$ cat src/rtl/compare_sweep_ctrl.sv
// Clocked sweep sequencer around an unsigned comparator: holds A, steps B over all values, tallies GT/EQ/LT.
// Optional SWEEP_CHECK_EN adds a sticky cross-check of the six comparator flags (err / err_step).
module compare_sweep_ctrl #(
    parameter int WIDTH       = 3,
    parameter int HOLD_CYCLES = 4
) (
    input  logic             clk,
    input  logic             rst,
    input  logic             start,
    input  logic [WIDTH-1:0] a_in,
    output logic [WIDTH-1:0] val_a,
    output logic [WIDTH-1:0] val_b,
    input  logic             a_gt_b,
    input  logic             a_ge_b,
    input  logic             a_lt_b,
    input  logic             a_le_b,
    input  logic             a_eq_b,
    input  logic             a_ne_b,
    output logic             busy,
    output logic             done,
    output logic [WIDTH:0]   gt_count,
    output logic [WIDTH:0]   eq_count,
    output logic [WIDTH:0]   lt_count,
    output logic             err,
    output logic [WIDTH-1:0] err_step
);

    // Counter is one bit wider than needed for HOLD_CYCLES-1 so it may run one past the terminal value.
    localparam int             CW          = $clog2(HOLD_CYCLES) + 1;
    localparam logic [CW-1:0]  SETTLE_LAST = CW'(HOLD_CYCLES - 1);

    typedef enum logic [1:0] {IDLE, SETTLE, SAMPLE, DONE} state_t;

    state_t           r_state;
    state_t           w_next;
    logic [CW-1:0]    r_settle;
    logic [WIDTH-1:0] r_val_a;
    logic [WIDTH-1:0] r_val_b;
    logic [WIDTH:0]   r_gt;
    logic [WIDTH:0]   r_eq;
    logic [WIDTH:0]   r_lt;
    logic             w_last;
    logic             w_accept;

    assign w_last   = (r_val_b == {WIDTH{1'b1}});
    assign w_accept = (r_state == IDLE) && start;

    always_ff @(posedge clk or posedge rst) begin
        if (rst) begin
            r_state <= IDLE;
        end else begin
            r_state <= w_next;
        end
    end

    always_comb begin
        w_next = r_state;
        case (r_state)
            IDLE:    if (start) w_next = SETTLE;
            SETTLE:  if (r_settle == SETTLE_LAST) w_next = SAMPLE;
            SAMPLE:  w_next = w_last ? DONE : SETTLE;
            DONE:    w_next = IDLE;
            default: w_next = IDLE;
        endcase
    end

    always_comb begin
        busy = (r_state == SETTLE) || (r_state == SAMPLE);
        done = (r_state == DONE);
    end

    always_ff @(posedge clk or posedge rst) begin
        if (rst) begin
            r_settle <= '0;
            r_val_a  <= '0;
            r_val_b  <= '0;
            r_gt     <= '0;
            r_eq     <= '0;
            r_lt     <= '0;
        end else begin
            case (r_state)
                IDLE: begin
                    if (start) begin
                        r_val_a  <= a_in;
                        r_val_b  <= '0;
                        r_settle <= '0;
                        r_gt     <= '0;
                        r_eq     <= '0;
                        r_lt     <= '0;
                    end
                end
                SETTLE: begin
                    r_settle <= r_settle + 1'b1;
                end
                SAMPLE: begin
                    r_gt <= r_gt + {{WIDTH{1'b0}}, a_gt_b};
                    r_eq <= r_eq + {{WIDTH{1'b0}}, a_eq_b};
                    r_lt <= r_lt + {{WIDTH{1'b0}}, a_lt_b};
                    if (!w_last) begin
                        r_val_b  <= r_val_b + 1'b1;
                        r_settle <= '0;
                    end
                end
                default: begin
                end
            endcase
        end
    end

    assign val_a    = r_val_a;
    assign val_b    = r_val_b;
    assign gt_count = r_gt;
    assign eq_count = r_eq;
    assign lt_count = r_lt;

`ifdef SWEEP_CHECK_EN
    logic             r_err;
    logic [WIDTH-1:0] r_err_step;
    logic             w_bad;

    always_comb begin
        w_bad = (a_ge_b != (a_gt_b | a_eq_b)) ||
                (a_le_b != (a_lt_b | a_eq_b)) ||
                (a_ne_b != ~a_eq_b) ||
                (({1'b0, a_gt_b} + {1'b0, a_eq_b} + {1'b0, a_lt_b}) != 2'd1);
    end

    // Only the first inconsistent step is recorded; err stays set until the next sweep starts.
    always_ff @(posedge clk or posedge rst) begin
        if (rst) begin
            r_err      <= 1'b0;
            r_err_step <= '0;
        end else if (w_accept) begin
            r_err      <= 1'b0;
            r_err_step <= '0;
        end else if ((r_state == SAMPLE) && w_bad && !r_err) begin
            r_err      <= 1'b1;
            r_err_step <= r_val_b;
        end
    end

    assign err      = r_err;
    assign err_step = r_err_step;
`else
    // The redundant flags have no consumer without the checker.
    logic w_unused_flags;
    assign w_unused_flags = &{1'b0, a_ge_b, a_le_b, a_ne_b, w_accept};
    assign err      = 1'b0;
    assign err_step = '0;
`endif

endmodule

$ cat config.mk
export PLATFORM = sky130hd
export DESIGN_NAME = compare_sweep_ctrl
export DESIGN_NICKNAME = d
export VERILOG_FILES = /design/src/rtl/compare_sweep_ctrl.sv
export SDC_FILE = /design/constraint.sdc
export NUM_CORES = 1
export LEC_CHECK = 0
export CORE_MARGIN = 10
export CORE_UTILIZATION = 50
export CTS_CLUSTER_DIAMETER = 100
export DETAILED_ROUTE_END_ITERATION = 12
export PLACE_DENSITY = 0.8
export SYNTH_ARGS = -nofsm -noshare
export SYNTH_HDL_FRONTEND = slang
export SYNTH_SLANG_ARGS = --single-unit
$ cat constraint.sdc
create_clock -name clk -period 2.75 [get_ports clk]
set_input_delay 0.55 -clock clk [delete_from_list [all_inputs] [get_ports clk]]
set_output_delay 0.55 -clock clk [all_outputs]
set_load 0.03 [all_outputs]
==> results.toml <==
[status]
status = "complete, no violations"

[grt]
grt_pass1_wl_um = 4340
antenna_found_initial = 0
grt_overflow = 0
grt_pass1_vias = 957
grt_max_degree = 24
track_usage = 0.106

[yosys]
ys_ff_latch = 23
yosysUniqueCellTypes = 21
synth_edf_count = 0
ys_seq_area_frac = 0.461
syn_avg_cell_area_um2 = 10.5
synth_area_leaders = "dfrtp_1 46%, ha_1 15%, mux2_2 4.5%"
yosysMostFrequentCell = "dfrtp_1"
synthCells = 119
dominantRegCellSynth = "dfrtp_1"
synth.top_cells.by_count = "23 x dfrtp_1, 15 x ha_1, 11 x nand3_1"
synth_top_cell_by_area = "dfrtp_1"
mappedNetlistArea_mm2 = 0.00125
synth_top_cell_area_share = 0.461
ys_warn_count = 0
async_reset_ff_frac = 1.00

[layout]
multiInputGateArea_um2 = 606
layout-drive-gt1-share = 0.0743
fin_nets = 176
n_antenna_cell = 0
area_delta_synth_final_pct = 25.9
nFillCells = 209
regArea_um2 = 576

[timing]
finalCritPeriodShare = 0.863
setup_ws_ns = 0.377
fin_worst_skew_ns = 0.00417
tns_ns = 0
setup_viol_count_final = 0
period_needed_ns = 2.37
whs_ns = 0.525
rsz0062_at_grt = "no"
hold_viol_final = 0
max_freq_ghz = 0.421
finalMaxSlewViolations = 0

[min_path]
hold_path.class = "reg -> reg"
min_path_cells = 1
worstHoldEndpoint = "val_a[0]"
worstHoldStart = "val_a[0]"

[clock_tree]
cts_buffers = 3
cts_sinks = 23
path_clk_slew_ns = 0.13
htreeDepth = 1
post_cts_buffers = 0
cts_tree = "done"
clock_path_buffers = 2
cts_root_buf = "clkbuf_4"
ctsResizeCount = 0
clk_latency_ns = 0.32
cts_hold_buf = 0

[job]
drv_cap = 0

[critical_path]
reg2reg_from = "r_state[0]"
r2r-end = "lt_count[3]"
critPathMaxFanout = 5
cp_slowest_cell = "clkdlybuf4s50_1"
cp-start-kind = "flop"
critPathMaxStageDelay_ns = 0.67
path_class = "reg -> out"
arrival_ns = 1.82
endpoint_kind = "output port"
ff2ff_path_depth = 6
r2r_setup_slack_ns = 0.84
path_cells = "inv_1, ha_1, clkdlybuf4s50_1"
worst_ep_required_time_ns = 2.20

[pwr]
p_clk_frac = 0.099
peakVddDrop_mv = 0.648
switching_power_mw = 0.742
power.share.switching = 0.450
p_comb_frac = 0.567
p_int_mw = 0.905
power.density_mw_per_mm2 = 1050
seqPwrFrac = 0.334
p_leak_nw = 0.733
power_mw = 1.65

[route]
first_iter_violations = 44
dr.pass1.iters = 4
routed_wirelength_um = 2650
dr_total_vias = 957
vias_per_cell = 5.38
antenna_left = 0
wl_per_cell_um = 14.9
drc_errors = 0

[placement]
portBuffers = 28
dp_hpwl_um = 2060
place.gp.congestion = 0.696
pre_cts_slack_ns = 0.712

[floorplan]
initial_core_util = 0.513
die_w_um = 70.0
die_h_um = 70.0
die_area_mm2 = 0.00490
ioPinCount = 36
core_area_mm2 = 0.00243
rows = 18
how the worst max path moves through the flow:
| stage | slack, ns | start | depth (start not counted) | end |
|---|---|---|---|---|
| 3_5_place_dp | 0.71 | start | 5 | lt_count[3] |
| 2_1_floorplan | 1.12 | val_b[0] | 5 | r_settle[0] |
| 6_report | 0.38 | r_state[1] | 3 | busy |
| 3_3_place_gp | 0.75 | start | 5 | lt_count[3] |
| 4_1_cts | 0.36 | r_state[0] | 3 | busy |
| 5_1_grt | 0.28 | r_state[0] | 3 | busy |
metal layers:
metal / share of wire / up-vias / global-route usage
met5: 0 / - / 0
met4: 0.023 / 0 / 0.0614
met3: 0.071 / 5 / 0.0353
met2: 0.51 / 25 / 0.182
met1: 0.39 / 462 / 0.108
li1: - / 465 / -
cell type report:
class                      instances  area share
multi-input combinational         83       0.385
sequential                        23       0.366
timing repair buffer              30       0.188
tap                               30      0.0239
inverter                           8      0.0191
clock buffer                       3      0.0143
clock inverter                     1     0.00318
through the flow:
stage | std cells | area, um2 | utilization
detailed placement | 174 | 1540 | 0.635
global placement | 174 | 1540 | 0.635
floorplan | 122 | 1260 | -
CTS | 178 | 1570 | 0.646
global route | 178 | 1570 | 0.646
finish | 178 | 1570 | 0.646
logic make-up after synthesis:
group	after synthesis	synth area share
compound gates	22	0.108
fa+ha+maj	15	0.150
buf+inv	16	0.0631
flops	23	0.461
mux	8	0.0691
other cells	1	0.00300
simple gates	34	0.145
power groups by stage:
stage | Combinational (mW) | Clock [mW] | Sequential [mW]
final | 0.934 | 0.162 | 0.550
after CTS | 0.951 | 0.164 | 0.550
after detailed placement | 0.946 | 0 | 0.557
after global routing | 1.02 | 0.181 | 0.571
after floorplan | 0.476 | 0 | 0.703
after global placement | 0.920 | 0 | 0.548
worst max-delay path: cells and delay by family (launching register included):
| kind | cells | cell delay [ns] |
|---|---|---|
| buffers and inverters | 2 | 0.78 |
| DFF | 1 | 0.45 |
| adders and majority gates | 1 | 0.28 |
flip-flops by register name (all words and copies together) (netlist names):
signal	cells
val_a	3
lt_count	4
r_state	2
val_b	3
eq_count	4
r_settle	3
gt_count	4
cells in the final DEF (no fill, tap or decap), types with 4 or more instances in the layout:
cell type        instances
a21oi_1                  8
a22o_1                   6
clkdlybuf4s50_1         28
conb_1                   4
dfrtp_1                 23
ha_1                    15
inv_1                    8
mux2_2                   5
nand2_1                  6
nand3_1                 11
o21ai_0                  6
or3_1                    6
(Power assumes the default switching activity.)
